--- config.mk ---
export PLATFORM = sky130hd
export DESIGN_NAME = me_frame_sequencer
export DESIGN_NICKNAME = d
export VERILOG_FILES = /design/src/rtl/me_frame_sequencer.sv
export SDC_FILE = /design/constraint.sdc
export NUM_CORES = 1
export LEC_CHECK = 0
export CORE_ASPECT_RATIO = 1.5
export CORE_UTILIZATION = 40
export DETAILED_ROUTE_END_ITERATION = 6
export PLACE_DENSITY = 0.75
export SETUP_SLACK_MARGIN = 0.15
export SLEW_MARGIN = 20
export SYNTH_ARGS = -nofsm -noshare
export SYNTH_HDL_FRONTEND = slang
export SYNTH_SLANG_ARGS = --single-unit
--- constraint.sdc ---
create_clock -name clock -period 2.62 [get_ports clock]
set_clock_uncertainty 0.1 [all_clocks]
set_input_delay 0.262 -clock clock [delete_from_list [all_inputs] [get_ports clock]]
set_output_delay 0.262 -clock clock [all_outputs]
set_load 0.02 [all_outputs]
--- src/rtl/me_frame_sequencer.sv ---
// Frame-level macroblock scheduler: loader -> ME engine -> result register, raster order.
// Latency: load_req 1 cycle after frame_start/handshake, me_start 1 cycle after load_ack, result 1 cycle after me_done.
// Backpressure: result register holds while result_ready is low; no new load or run starts until it drains.
// Optional feature macro: ME_PREFETCH_EN (ping-pong bank prefetch of the next macroblock during RUN).
module me_frame_sequencer #(
  parameter int MB_COLS = 11,
  parameter int MB_ROWS = 9
) (
  input  logic        clock,
  input  logic        reset_n,
  input  logic        frame_start,
  output logic        busy,
  output logic        frame_done,
  output logic        load_req,
  input  logic        load_ack,
  output logic [7:0]  load_mb_x,
  output logic [7:0]  load_mb_y,
  output logic        load_bank,
  output logic        bank_sel,
  output logic        me_start,
  input  logic        me_done,
  input  logic [3:0]  best_vx,
  input  logic [3:0]  best_vy,
  input  logic [15:0] best_dist,
  output logic        result_valid,
  input  logic        result_ready,
  output logic [7:0]  result_mb_x,
  output logic [7:0]  result_mb_y,
  output logic [3:0]  result_vx,
  output logic [3:0]  result_vy,
  output logic [15:0] result_dist
);

  localparam logic [7:0] LAST_X = 8'(MB_COLS - 1);
  localparam logic [7:0] LAST_Y = 8'(MB_ROWS - 1);

  typedef enum logic [1:0] {IDLE, LOAD, RUN, DRAIN} state_t;

  state_t     state;
  logic [7:0] cur_x, cur_y;
  logic [7:0] nxt_x, nxt_y;
  logic       cur_last;
  logic       ack_hit;

  // Raster successor of (x,y): packed as {y, x}
  function automatic logic [15:0] advance(input logic [7:0] x, input logic [7:0] y);
    if (x == LAST_X) return {8'(y + 8'd1), 8'd0};
    else             return {y, 8'(x + 8'd1)};
  endfunction

  // Position bookkeeping shared by both build flavours
  always_comb begin
    {nxt_y, nxt_x} = advance(cur_x, cur_y);
    cur_last       = (cur_x == LAST_X) && (cur_y == LAST_Y);
    ack_hit        = load_ack && load_req;
  end

`ifdef ME_PREFETCH_EN
  logic       pf_done;
  logic [7:0] nn_x, nn_y;
  logic       nxt_last;

  // Prefetch target once the position advances past the current macroblock
  always_comb begin
    {nn_y, nn_x} = advance(nxt_x, nxt_y);
    nxt_last     = (nxt_x == LAST_X) && (nxt_y == LAST_Y);
  end
`else
  assign load_bank = 1'b0;
  assign bank_sel  = 1'b0;
`endif

  // Sequencer FSM with registered outputs
  always_ff @(posedge clock or negedge reset_n) begin
    if (!reset_n) begin
      state        <= IDLE;
      cur_x        <= 8'd0;
      cur_y        <= 8'd0;
      busy         <= 1'b0;
      frame_done   <= 1'b0;
      load_req     <= 1'b0;
      load_mb_x    <= 8'd0;
      load_mb_y    <= 8'd0;
      me_start     <= 1'b0;
      result_valid <= 1'b0;
      result_mb_x  <= 8'd0;
      result_mb_y  <= 8'd0;
      result_vx    <= 4'd0;
      result_vy    <= 4'd0;
      result_dist  <= 16'd0;
`ifdef ME_PREFETCH_EN
      load_bank    <= 1'b0;
      bank_sel     <= 1'b0;
      pf_done      <= 1'b0;
`endif
    end else begin
      frame_done <= 1'b0;
      case (state)
        IDLE: begin
          // A start coinciding with the frame_done pulse is not a new frame
          if (frame_start && !frame_done) begin
            state     <= LOAD;
            busy      <= 1'b1;
            cur_x     <= 8'd0;
            cur_y     <= 8'd0;
            load_req  <= 1'b1;
            load_mb_x <= 8'd0;
            load_mb_y <= 8'd0;
`ifdef ME_PREFETCH_EN
            load_bank <= 1'b0;
            bank_sel  <= 1'b0;
            pf_done   <= 1'b0;
`endif
          end
        end
        LOAD: begin
          if (ack_hit) begin
            load_req <= 1'b0;
            me_start <= 1'b1;
            state    <= RUN;
`ifdef ME_PREFETCH_EN
            // Engine reads the bank just filled; next load goes to the other one
            bank_sel <= load_bank;
            if (!cur_last) begin
              load_req  <= 1'b1;
              load_mb_x <= nxt_x;
              load_mb_y <= nxt_y;
              load_bank <= ~load_bank;
            end
`endif
          end
        end
        RUN: begin
`ifdef ME_PREFETCH_EN
          if (ack_hit) begin
            load_req <= 1'b0;
            pf_done  <= 1'b1;
          end
`endif
          if (me_done) begin
            me_start     <= 1'b0;
            result_valid <= 1'b1;
            result_mb_x  <= cur_x;
            result_mb_y  <= cur_y;
            result_vx    <= best_vx;
            result_vy    <= best_vy;
            result_dist  <= best_dist;
            state        <= DRAIN;
          end
        end
        DRAIN: begin
`ifdef ME_PREFETCH_EN
          if (ack_hit) begin
            load_req <= 1'b0;
            pf_done  <= 1'b1;
          end
`endif
          if (result_valid && result_ready) begin
            result_valid <= 1'b0;
            if (cur_last) begin
              frame_done <= 1'b1;
              busy       <= 1'b0;
              state      <= IDLE;
            end else begin
              cur_x <= nxt_x;
              cur_y <= nxt_y;
`ifdef ME_PREFETCH_EN
              // An ack landing in the handshake cycle counts as already prefetched
              if (pf_done || ack_hit) begin
                bank_sel <= ~bank_sel;
                pf_done  <= 1'b0;
                me_start <= 1'b1;
                state    <= RUN;
                if (!nxt_last) begin
                  load_req  <= 1'b1;
                  load_mb_x <= nn_x;
                  load_mb_y <= nn_y;
                  load_bank <= bank_sel;
                end
              end else begin
                state <= LOAD;
              end
`else
              load_req  <= 1'b1;
              load_mb_x <= nxt_x;
              load_mb_y <= nxt_y;
              state     <= LOAD;
`endif
            end
          end
        end
        default: state <= IDLE;
      endcase
    end
  end

endmodule
==> out/qor.csv <==
stage;metric;value;unit
die;die_width;71.6;microns
detailed_routing;post-route-drc-count;0;
detailed_routing;final_antenna_net_count;0;
placed_design;buffer_ports.inserted;90;
placed_design;globalplace.congestion;0.843;
detailed_routing;vias;2307;
clock_network;clockRootBuffer;sky130_fd_sc_hd__clkbuf_8;
clock_network;ctsLongestPathBuffers;2;
setup_path;worst_path_cell_trace;ha_4 > or4b_1 > or4_4 > nor2b_4 > and4b_4 > a22o_1;
logic_synthesis;synth-async-reset-ratio;100;%
clock_network;cts_tree;yes;
die;die_area;7610;sq um
logic_synthesis;syn-cell-area;2900;sq um
finish;syn2layout_area_growth;45.2;%
setup_path;cp_slowest_cell;sky130_fd_sc_hd__or4_4;
timing;timing_max_transition_violations_final;0;
timing;report.final.setup_viol;0;
finish;instances_no_fill;432;
clock_network;tritoncts.num_buffers;9;
die;initial_utilization;41.8;%
power_and_ir_drop;leakage;1.85;nW
finish;post_route_cells_drive_above_1_share;22.9;%
detailed_routing;drt_iter0_markers;142;
timing;timing.max_slew.rel_slack;58.9;%
timing;min_period_over_period;91.7;%
global_route;grt_max_degree;38;
min_path;holdCritPathClass;input pin to asynchronous set/reset pin;
global_route;global_route.usage.total;17.5;%
logic_synthesis;postSynth.topFlopCell;sky130_fd_sc_hd__dfrtp_1;
placed_design;dp_hpwl;4.69;mm
logic_synthesis;synth.distinct_cells;46;
setup_path;cp_num_buf_inv;0;
finish;diodes;0;
power_and_ir_drop;pwr_density_cell;999;nW/um^2
outcome;outcome;complete, no violations;
logic_synthesis;yosysTopAreaCellShare;54.3;%
setup_path;crit_arrival;2530;ps
logic_synthesis;yosys.cell_count.top_type;sky130_fd_sc_hd__dfrtp_1;
die;num_io_pins;93;
setup_path;critical_path.top_delay_family;simple AND/OR/NAND/NOR gates;
timing;final.hold.worst_slack;389;ps
die;count_of_standard_cell_rows;37;
power_and_ir_drop;power.combinational.fraction;44.3;%
detailed_routing;routedWlPerCell;15.0;microns
setup_path;worst-path-max-fanout;7;
setup_path;critical_path_required;2740;ps
power_and_ir_drop;share_seq_of_total_power;33.5;%
setup_path;start_kind;register;
clock_network;path_clk_slew;70;ps
finish;fill_cells;572;
timing;max_freq;416;MHz
setup_path;worstSetupEndpointType;register;
power_and_ir_drop;power_switching_share;34.9;%
detailed_routing;drt_pre_antenna_iters;4;
finish;final_nets;388;
die;core_area;6940;sq um
logic_synthesis;avgSynthCellArea;11.8;sq um
flow_run;drv.max_cap_violation_count;0;
timing;final-hold-violation-count;0;
timing;worstMarginPinSlew;616;ps
clock_network;clock_latency;330;ps
setup_path;r2r_start;state[0];
logic_synthesis;post-synth-top-area-cell;sky130_fd_sc_hd__dfrtp_1;
setup_path;critPathMaxStageDelay;570;ps
logic_synthesis;yosys_warnings;0;
setup_path;setup.worst_path.start;state[0];
global_route;vias_in_the_first_global_route;2232;
timing;rsz0062_at_grt;no;
clock_network;htree_num_levels;3;
power_and_ir_drop;peakVddDrop;0.000431;V
placed_design;place_area;3950;sq um
detailed_routing;vias_per_inst;5.34;
logic_synthesis;synth_seq_cells;63;
power_and_ir_drop;share_clk_of_total_power;22.2;%
global_route;grt.overflow.total;0;
placed_design;placed_cells;413;
logic_synthesis;syn_inst;245;
logic_synthesis;synth.top_cells.by_count;63 x sky130_fd_sc_hd__dfrtp_1, 36 x sky130_fd_sc_hd__mux2_2, 24 x sky130_fd_sc_hd__o21ai_0;
timing;timing.final.crit_period;2400;ps
finish;postLayoutCellArea;4210;sq um
logic_synthesis;synth_top_cells_by_area;sky130_fd_sc_hd__dfrtp_1 54%, sky130_fd_sc_hd__mux2_2 14%, sky130_fd_sc_hd__o21ai_0 4.1%;
die;fp.dieH;106;microns
global_route;grt_pass1_wl;10.3;mm
power_and_ir_drop;switching_power;1.47;mW
clock_network;clkSinkCount;63;
global_route;grt_antenna_before_repair;0;
detailed_routing;routed_wl;6.50;mm
timing;timing.setup.tns;0;ps
logic_synthesis;count_of_flip_flops_with_a_built_in_enable_after_synthesis;0;
setup_path;path_class;register to register;
logic_synthesis;seq_area_frac_synth;54.3;%
power_and_ir_drop;internal_power;2.74;mW
[cells by family after synthesis]
family / Yosys count / share of synthesized area (%)
buffers and inverters: 20 / 3.19
AO/OA/AOI/OAI: 54 / 11.8
multiplexers: 38 / 14.7
AND/OR/NAND/NOR: 60 / 12.1
flip-flops: 63 / 54.3
adder cells (fa/ha/maj): 9 / 3.88
other: 1 / 0.129
[power by group through the flow]
stage,sequential (mW),combinational (mW),clock [mW]
4_1_cts,1.41,1.86,0.954
2_1_floorplan,1.72,0.758,0
5_1_grt,1.44,2.01,1.00
6_report,1.41,1.86,0.936
3_5_place_dp,1.42,1.84,0
3_3_place_gp,1.40,1.81,0
[per-stage QoR]
step | util, % | setup WS [ps] | total power [mW]
2_1_floorplan | - | 159 | 2.48
3_3_place_gp | 56.8 | 133 | 3.21
3_5_place_dp | 56.8 | 107 | 3.26
4_1_cts | 60.2 | 180 | 4.22
5_1_grt | 60.7 | 153 | 4.46
6_report | 60.7 | 217 | 4.21
[path summary, 6_finish.rpt]
| path | depth (start not counted) | endpoint | slack (ps) |
|---|---|---|---|
| max in group asynchronous | 3 | cur_x[5] | 1410 |
| min | 2 | result_vy[0] | 390 |
| max reg2reg | 6 | cur_y[1] | 220 |
| min reg2reg | 2 | result_mb_y[0] | 390 |
| max | 6 | cur_y[1] | 220 |
| min in group clock | 2 | result_mb_y[0] | 390 |
[flip-flops by register name (all words and copies together) (netlist names)]
register,cells
busy,1
cur_x,8
cur_y,8
frame_done,1
load_req,1
me_start,1
result_dist,16
result_mb_x,8
result_mb_y,8
result_valid,1
result_vx,4
result_vy,4
state,2
[worst reg2reg max path, stage by stage, from the launching register on]
cell                      delay [ps]
sky130_fd_sc_hd__dfrtp_1         420
sky130_fd_sc_hd__ha_4            200
sky130_fd_sc_hd__or4b_1          440
sky130_fd_sc_hd__or4_4           570
sky130_fd_sc_hd__nor2b_4         160
sky130_fd_sc_hd__and4b_4         190
sky130_fd_sc_hd__a22o_1          220
[layer usage]
layer  part of all wire, %  global-route usage, %  vias to the layer above
met4                   1.4                   7.28                        0
li1                      -                      -                     1094
met1                    41                   18.5                     1111
met3                   6.2                   5.02                       10
met2                    52                   31.9                       92
met5                     0                      0                        -
[area by class of cell]
cell class	count	area [sq um]	share of cell area, %
Inverter	9	33.8	0.802
Timing Repair Buffer	103	1020	24.2
Clock buffer	11	141	3.36
Multi-Input combinational cell	163	1260	29.9
Tap cell	78	97.6	2.32
Sequential cell	63	1580	37.5
Clock inverter	5	81.3	1.93
[layout by cell type, fill, tap and decap left out, types with 4 or more instances in the layout]
master,n
sky130_fd_sc_hd__clkdlybuf4s50_1,89
sky130_fd_sc_hd__dfrtp_1,60
sky130_fd_sc_hd__mux2_2,36
sky130_fd_sc_hd__o21ai_0,24
sky130_fd_sc_hd__nand2_1,16
sky130_fd_sc_hd__clkbuf_8,10
sky130_fd_sc_hd__buf_4,10
sky130_fd_sc_hd__inv_1,9
sky130_fd_sc_hd__nor2_1,8
sky130_fd_sc_hd__ha_1,8
sky130_fd_sc_hd__nand3_1,7
sky130_fd_sc_hd__a21oi_1,6
sky130_fd_sc_hd__and3_1,5
sky130_fd_sc_hd__nand2b_1,4
sky130_fd_sc_hd__o31ai_1,4
[what timing repair did]
item,4_1_cts,5_1_grt
setup endpoints to repair,7,6
pin swaps,1,1
buffers inserted,0,2
hold endpoints to repair,26,0
resized for setup,1,4
hold buffers,1,0
Power figures use the tool's default switching activity.
